$ cat config.mk
export PLATFORM = sky130hd
export DESIGN_NAME = alu_multicycle
export DESIGN_NICKNAME = d
export VERILOG_FILES = /design/src/rtl/alu_multicycle.sv
export SDC_FILE = /design/constraint.sdc
export NUM_CORES = 2
export LEC_CHECK = 0
export ABC_CLOCK_PERIOD_IN_PS = 5500
export CELL_PAD_IN_SITES_DETAIL_PLACEMENT = 1
export CELL_PAD_IN_SITES_GLOBAL_PLACEMENT = 2
export CORE_MARGIN = 8
export CORE_UTILIZATION = 33
export DETAILED_ROUTE_END_ITERATION = 10
export PLACE_DENSITY = 0.86
export SLEW_MARGIN = 20
export SYNTH_ARGS = -nofsm -noshare
export SYNTH_HDL_FRONTEND = slang
export SYNTH_SLANG_ARGS = --single-unit
$ cat constraint.sdc
create_clock -name clk -period 5.5 [get_ports clk]
set_clock_uncertainty 0.2 [all_clocks]
set_input_delay 1.375 -clock clk [delete_from_list [all_inputs] [get_ports clk]]
set_output_delay 1.375 -clock clk [all_outputs]
set_load 0.01 [all_outputs]
$ cat src/rtl/alu_multicycle.sv
// Multi-cycle ALU: single-cycle logic/shift/add ops, radix-2 Booth multiply and
// restoring signed divide iterating one bit per clock, with registered result and handshake.
module alu_multicycle #(
    parameter int unsigned WORD_SIZE = 32
) (
    input  logic                     clk,
    input  logic                     clr_n,
    input  logic                     start,
    input  logic [4:0]               opcode,
    input  logic [WORD_SIZE-1:0]     a,
    input  logic [WORD_SIZE-1:0]     b,
    output logic                     busy,
    output logic                     done,
    output logic [2*WORD_SIZE-1:0]   c,
    output logic                     div_by_zero
);

    localparam int unsigned W  = WORD_SIZE;
    localparam int unsigned LW = $clog2(WORD_SIZE);

    localparam logic [4:0] OP_ADD  = 5'b00001;
    localparam logic [4:0] OP_SUB  = 5'b00010;
    localparam logic [4:0] OP_MUL  = 5'b00011;
    localparam logic [4:0] OP_DIV  = 5'b00100;
    localparam logic [4:0] OP_SHR  = 5'b00101;
    localparam logic [4:0] OP_SHL  = 5'b00110;
    localparam logic [4:0] OP_SHRA = 5'b00111;
    localparam logic [4:0] OP_ROR  = 5'b01000;
    localparam logic [4:0] OP_ROL  = 5'b01001;
    localparam logic [4:0] OP_AND  = 5'b01010;
    localparam logic [4:0] OP_OR   = 5'b01011;
    localparam logic [4:0] OP_NEG  = 5'b01100;
    localparam logic [4:0] OP_XOR  = 5'b01101;
    localparam logic [4:0] OP_NOR  = 5'b01110;
    localparam logic [4:0] OP_NOT  = 5'b01111;

    typedef enum logic [1:0] {
        S_IDLE = 2'd0,
        S_MUL  = 2'd1,
        S_DIV  = 2'd2
    } state_t;

    state_t         state_q, state_d;
    logic [LW-1:0]  cnt_q, cnt_d;
    logic [W:0]     mcand_q, mcand_d;
    logic [W:0]     acc_q, acc_d;
    logic [W-1:0]   mq_q, mq_d;
    logic           qm1_q, qm1_d;
    logic [W-1:0]   dvs_q, dvs_d;
    logic [W-1:0]   rem_q, rem_d;
    logic [W-1:0]   quo_q, quo_d;
    logic           neg_quo_q, neg_quo_d;
    logic           neg_rem_q, neg_rem_d;
    logic           busy_d, done_d, dbz_d;
    logic [2*W-1:0] c_d;

    // Single-cycle operation result (LO half); HI is always zero for these
    logic [LW-1:0] shamt;
    logic [LW-1:0] rol_amt;
    logic [W-1:0]  alu_lo;

    assign shamt   = b[LW-1:0];
    assign rol_amt = LW'(0) - shamt;

    always_comb begin
        alu_lo = '0;
        case (opcode)
            OP_ADD:  alu_lo = a + b;
            OP_SUB:  alu_lo = a - b;
            OP_SHR:  alu_lo = a >> shamt;
            OP_SHL:  alu_lo = a << shamt;
            OP_SHRA: alu_lo = $signed(a) >>> shamt;
            OP_ROR:  alu_lo = W'({a, a} >> shamt);
            OP_ROL:  alu_lo = W'({a, a} >> rol_amt);
            OP_AND:  alu_lo = a & b;
            OP_OR:   alu_lo = a | b;
            OP_NEG:  alu_lo = W'(0) - a;
            OP_XOR:  alu_lo = a ^ b;
            OP_NOR:  alu_lo = ~(a | b);
            OP_NOT:  alu_lo = ~a;
            default: alu_lo = '0;
        endcase
    end

    // Booth step: add/subtract multiplicand, then arithmetic shift of {acc, mq, qm1}
    logic [W:0]   booth_sum;
    logic [W:0]   booth_acc;
    logic [W-1:0] booth_mq;

    always_comb begin
        booth_sum = acc_q;
        case ({mq_q[0], qm1_q})
            2'b01:   booth_sum = acc_q + mcand_q;
            2'b10:   booth_sum = acc_q - mcand_q;
            default: booth_sum = acc_q;
        endcase
    end

    assign booth_acc = {booth_sum[W], booth_sum[W:1]};
    assign booth_mq  = {booth_sum[0], mq_q[W-1:1]};

    // Restoring divide step on magnitudes; remainder always stays below the divisor
    logic [W:0]   div_shift;
    logic         div_fit;
    logic [W-1:0] div_rem;
    logic [W-1:0] div_quo;
    logic [W-1:0] quo_fix;
    logic [W-1:0] rem_fix;

    assign div_shift = {rem_q, quo_q[W-1]};
    assign div_fit   = (div_shift >= {1'b0, dvs_q});
    assign div_rem   = div_fit ? (div_shift[W-1:0] - dvs_q) : div_shift[W-1:0];
    assign div_quo   = {quo_q[W-2:0], div_fit};
    assign quo_fix   = neg_quo_q ? (W'(0) - div_quo) : div_quo;
    assign rem_fix   = neg_rem_q ? (W'(0) - div_rem) : div_rem;

    logic [W-1:0] a_mag;
    logic [W-1:0] b_mag;

    assign a_mag = a[W-1] ? (W'(0) - a) : a;
    assign b_mag = b[W-1] ? (W'(0) - b) : b;

    // State and datapath register
    always_ff @(posedge clk or negedge clr_n) begin
        if (!clr_n) begin
            state_q     <= S_IDLE;
            cnt_q       <= '0;
            mcand_q     <= '0;
            acc_q       <= '0;
            mq_q        <= '0;
            qm1_q       <= 1'b0;
            dvs_q       <= '0;
            rem_q       <= '0;
            quo_q       <= '0;
            neg_quo_q   <= 1'b0;
            neg_rem_q   <= 1'b0;
            busy        <= 1'b0;
            done        <= 1'b0;
            c           <= '0;
            div_by_zero <= 1'b0;
        end else begin
            state_q     <= state_d;
            cnt_q       <= cnt_d;
            mcand_q     <= mcand_d;
            acc_q       <= acc_d;
            mq_q        <= mq_d;
            qm1_q       <= qm1_d;
            dvs_q       <= dvs_d;
            rem_q       <= rem_d;
            quo_q       <= quo_d;
            neg_quo_q   <= neg_quo_d;
            neg_rem_q   <= neg_rem_d;
            busy        <= busy_d;
            done        <= done_d;
            c           <= c_d;
            div_by_zero <= dbz_d;
        end
    end

    // Next-state and next-output logic
    always_comb begin
        state_d   = state_q;
        cnt_d     = cnt_q;
        mcand_d   = mcand_q;
        acc_d     = acc_q;
        mq_d      = mq_q;
        qm1_d     = qm1_q;
        dvs_d     = dvs_q;
        rem_d     = rem_q;
        quo_d     = quo_q;
        neg_quo_d = neg_quo_q;
        neg_rem_d = neg_rem_q;
        busy_d    = 1'b0;
        done_d    = 1'b0;
        c_d       = c;
        dbz_d     = div_by_zero;

        case (state_q)
            S_IDLE: begin
                if (start) begin
                    dbz_d = 1'b0;
                    case (opcode)
                        OP_MUL: begin
                            state_d = S_MUL;
                            cnt_d   = LW'(W - 1);
                            mcand_d = {a[W-1], a};
                            acc_d   = '0;
                            mq_d    = b;
                            qm1_d   = 1'b0;
                        end
                        OP_DIV: begin
                            if (b == '0) begin
                                c_d    = '0;
                                dbz_d  = 1'b1;
                                done_d = 1'b1;
                            end else begin
                                state_d   = S_DIV;
                                cnt_d     = LW'(W - 1);
                                dvs_d     = b_mag;
                                rem_d     = '0;
                                quo_d     = a_mag;
                                neg_quo_d = a[W-1] ^ b[W-1];
                                neg_rem_d = a[W-1];
                            end
                        end
                        default: begin
                            c_d    = {W'(0), alu_lo};
                            done_d = 1'b1;
                        end
                    endcase
                end
            end
            S_MUL: begin
                acc_d = booth_acc;
                mq_d  = booth_mq;
                qm1_d = mq_q[0];
                if (cnt_q == '0) begin
                    c_d     = {booth_acc[W-1:0], booth_mq};
                    done_d  = 1'b1;
                    state_d = S_IDLE;
                end else begin
                    cnt_d = cnt_q - LW'(1);
                end
            end
            S_DIV: begin
                rem_d = div_rem;
                quo_d = div_quo;
                if (cnt_q == '0) begin
                    c_d     = {rem_fix, quo_fix};
                    done_d  = 1'b1;
                    state_d = S_IDLE;
                end else begin
                    cnt_d = cnt_q - LW'(1);
                end
            end
            default: state_d = S_IDLE;
        endcase

        busy_d = (state_d != S_IDLE);
    end

endmodule

==> results.sh <==
export IMPL_path_cells="clkdlybuf4s50_1 -> or3_4 -> or4_4 -> or4_4 -> or3_4 -> or3_4 -> or3_1 -> or3_1 -> nor3_1 -> ha_1 -> o22ai_1 -> nor3_1 -> o221ai_2 -> a221oi_2 -> o21ai_1"
export IMPL_clock_sinks=269
export IMPL_drt_pre_antenna_iters=8
export IMPL_timing_critical_path_arrival_ps=5660
export IMPL_timing_critical_path_to_type="register"
export IMPL_yosysUniqueCellTypes=86
export IMPL_critical_path_slowest_cell="sky130_fd_sc_hd__or4_4"
export IMPL_synth_area_per_cell_um2=7.398
export IMPL_max_slew_margin_rel=0.2001
export IMPL_die_y_um=311.7
export IMPL_number_of_clock_buffers_inserted_by_tritoncts=29
export IMPL_num_nets_final=4551
export IMPL_globalRoute_totalOverflow=0
export IMPL_num_vias=32357
export IMPL_wire_length_of_the_first_global_routing_pass_um=218400
export IMPL_critical_path_s_largest_stage_delay_ps=480
export IMPL_timing_final_max_slew_violations=0
export IMPL_worstSkewPairLatency_ps=580
export IMPL_first_global_vias=32531
export IMPL_synth_area_mm2=0.02886
export IMPL_setup_viol_count_final=0
export IMPL_fp_dieArea_mm2=0.09718
export IMPL_globalRouteTotalUtil=0.2919
export IMPL_setup_worst_path_class="input port to register"
export IMPL_fp_row_count=108
export IMPL_tritoncts="done"
export IMPL_mostFrequentLayoutCells="sky130_fd_sc_hd__nand2_1, sky130_fd_sc_hd__buf_4, sky130_fd_sc_hd__o21ai_0"
export IMPL_async_reset_ff_frac=1.000
export IMPL_clock_fmax_mhz=184.7
export IMPL_mappedNetlistNets=4149
export IMPL_drt_wirelength_per_cell_um=26.98
export IMPL_required_ps=5750
export IMPL_cp_common_cell="sky130_fd_sc_hd__or3_4"
export IMPL_grt_max_degree=100
export IMPL_yosys_warnings=0
export IMPL_start_kind="input port"
export IMPL_detail_route_vias_per_cell=5.898
export IMPL_port_buffers=138
export IMPL_place_gp_congestion=1.033
export IMPL_setup_ws_ps=85.69
export IMPL_htree_levels=1
export IMPL_pwr_density_cell_mw_per_mm2=377.3
export IMPL_ctsHoldBuffers=0
export IMPL_drt_drc_violations_left=0
export IMPL_clk_pin_slew_worst_paths_ps=60
export IMPL_max_clock_path_buffers=3
export IMPL_portion_of_the_post_synthesis_area_used_by_sequential_elements=0.2332
export IMPL_synthCells=3901
export IMPL_area_growth_pct=24.65
export IMPL_final_common_cell="sky130_fd_sc_hd__nand2_1"
export IMPL_maxCapViolations=0
export IMPL_initial_utilization=0.3327
export IMPL_ys_seq_elements=269
export IMPL_final_min_period_over_clock_period=0.9844
export IMPL_post_dp_hpwl_um=120200
export IMPL_fin_hold_ws_ps=278.9
export IMPL_wl_um=148000
export IMPL_setup_reg_to_reg_worst_slack_ps=270
export IMPL_outcome="finished, final reports clean"
export IMPL_initial_drt_markers=2941
export IMPL_pin_count=139
export IMPL_antenna_found_initial=7
export IMPL_final_hold_viol_count=0
export IMPL_ir_drop_v=0.0002879
export IMPL_synth_edff_count=0
export IMPL_timing_hold_worst_class="register to register"
export IMPL_tightestPinTransition_ps=1187
export IMPL_ys_flop_type="sky130_fd_sc_hd__dfrtp_1"
export IMPL_floorplan_core_area_mm2=0.08675
export IMPL_finalWorstPathRequiredPeriod_ps=5414
export IMPL_static_leakage_power_nw=15.68
export IMPL_worstPathMaxFanout=2
export IMPL_post_route_cells_drive_above_1_share=0.1623
export IMPL_place_worst_setup_slack_ps=-886.6
export IMPL_drtAntennaViolNets=0
export IMPL_clock_tree_root_cell="sky130_fd_sc_hd__clkbuf_16"
export IMPL_die_width_um=311.7
==> cell type report <==
class	count	area (µm²)
multi-input cells	3199	20820
clock buffers	40	817.0
diodes	7	17.52
inverters	149	574.3
fillers	10729	50780
well taps	1155	1445
repair buffers	655	5415
clock inverters	12	151.4
flip-flops and latches	269	6731
==> worst paths after layout <==
check | startpoint | to | cells after the start
worst max-delay path | a[14] | c[31] | 15
worst min-delay path | mq_q[2] | mq_q[2] | 2
worst max register to register | rem_q[5] | c[30] | 16
worst min register to register | mq_q[2] | mq_q[2] | 2
max in group asynchronous | clr_n | mq_q[7] | 2
min in group asynchronous | clr_n | acc_q[3] | 1
==> stage by stage <==
stage | cell area [µm²] | total power, mW | setup TNS (ps) | util | std cells
4_1_cts | 35890 | 13.50 | 0 | 0.4137 | 5479
3_3_place_gp | 34910 | 11.17 | -7061 | 0.4024 | 5427
2_1_floorplan | 29080 | 7.902 | -653.8 | - | 3901
6_report | 35970 | 13.57 | 0 | 0.4147 | 5486
3_5_place_dp | 34910 | 11.37 | -8022 | 0.4024 | 5427
5_1_grt | 35960 | 14.37 | -85.14 | 0.4145 | 5479
==> synthesized netlist by cell type (19+ instances only) <==
cell type	count	area, µm²
sky130_fd_sc_hd__a21oi_1	313	1567
sky130_fd_sc_hd__or3_1	31	193.9
sky130_fd_sc_hd__inv_1	144	540.5
sky130_fd_sc_hd__o221ai_1	32	280.3
sky130_fd_sc_hd__a211oi_1	35	262.8
sky130_fd_sc_hd__buf_1	38	142.6
sky130_fd_sc_hd__a22o_1	21	183.9
sky130_fd_sc_hd__a22oi_1	29	217.7
sky130_fd_sc_hd__nor2b_1	22	137.6
sky130_fd_sc_hd__a221oi_1	49	429.2
sky130_fd_sc_hd__mux2_2	21	236.5
sky130_fd_sc_hd__nand4_1	29	181.4
sky130_fd_sc_hd__mux2i_1	145	1451
sky130_fd_sc_hd__a31oi_1	33	206.5
sky130_fd_sc_hd__o31ai_1	41	307.8
sky130_fd_sc_hd__or4_1	19	142.6
sky130_fd_sc_hd__mux4_2	31	698.2
sky130_fd_sc_hd__nor3_1	55	275.3
sky130_fd_sc_hd__a21o_1	36	270.3
sky130_fd_sc_hd__nand2_1	592	2222
sky130_fd_sc_hd__xnor2_1	206	1804
sky130_fd_sc_hd__dfrtp_1	269	6731
sky130_fd_sc_hd__clkbuf_1	234	878.3
sky130_fd_sc_hd__nor2_1	365	1370
sky130_fd_sc_hd__nand3_1	54	270.3
sky130_fd_sc_hd__nor4_1	24	150.1
sky130_fd_sc_hd__xor2_1	72	630.6
sky130_fd_sc_hd__o21ai_0	440	2202
sky130_fd_sc_hd__o211ai_1	49	367.9
sky130_fd_sc_hd__o21a_1	22	165.2
sky130_fd_sc_hd__ha_1	173	2165
sky130_fd_sc_hd__a21boi_0	25	187.7
sky130_fd_sc_hd__nand2b_1	33	206.5
==> power by group <==
group	leakage (nW)	switching (mW)	internal, mW
clock	0.472	0.883	1.18
combinational	11.7	4.98	3.23
sequential	3.53	0.708	2.59
==> per-layer routing <==
| layer | routed length (µm) | GRT usage |
|---|---|---|
| met3 | 8871 | 0.03608 |
| met4 | 9565 | 0.1545 |
| met1 | 62340 | 0.3759 |
| met2 | 67170 | 0.4756 |
| met5 | 41 | 0 |
==> logic make-up (layout without fill, tap and decap cells) <==
group	Yosys count	in the layout	synth area share
xor gates and xnor gates	278	278	0.08437
DFF	269	269	0.2332
AOI/OAI and AO/OA	1257	1257	0.2694
adders and majority gates	176	176	0.07708
other	0	7	0
buffers and inverters	433	856	0.05705
and+or+nand+nor	1291	1291	0.1962
muxes	197	197	0.08268
==> registers in the layout (all words and copies together), names as in the netlist, 2 cells and up <==
name	flops
mcand_q	32
mq_q	32
acc_q	32
cnt_q	5
state_q	2
dvs_q	32
quo_q	32
c	64
rem_q	32
==> worst max-delay path, delay by kind of cell <==
kind / cells / cell delay [ps]
AND/OR/NAND/NOR: 9 / 3110
AO/OA/AOI/OAI: 4 / 590
buffers and inverters: 1 / 430
adder cells (fa/ha/maj): 1 / 140
==> repair_timing <==
action / in CTS / in global routing
pin swaps: 0 / 2
setup endpoints to repair: 2 / 13
setup buffers: 0 / 0
hold endpoints to repair: 0 / 0
resized for setup: 4 / 17
Power figures use the tool's default switching activity.
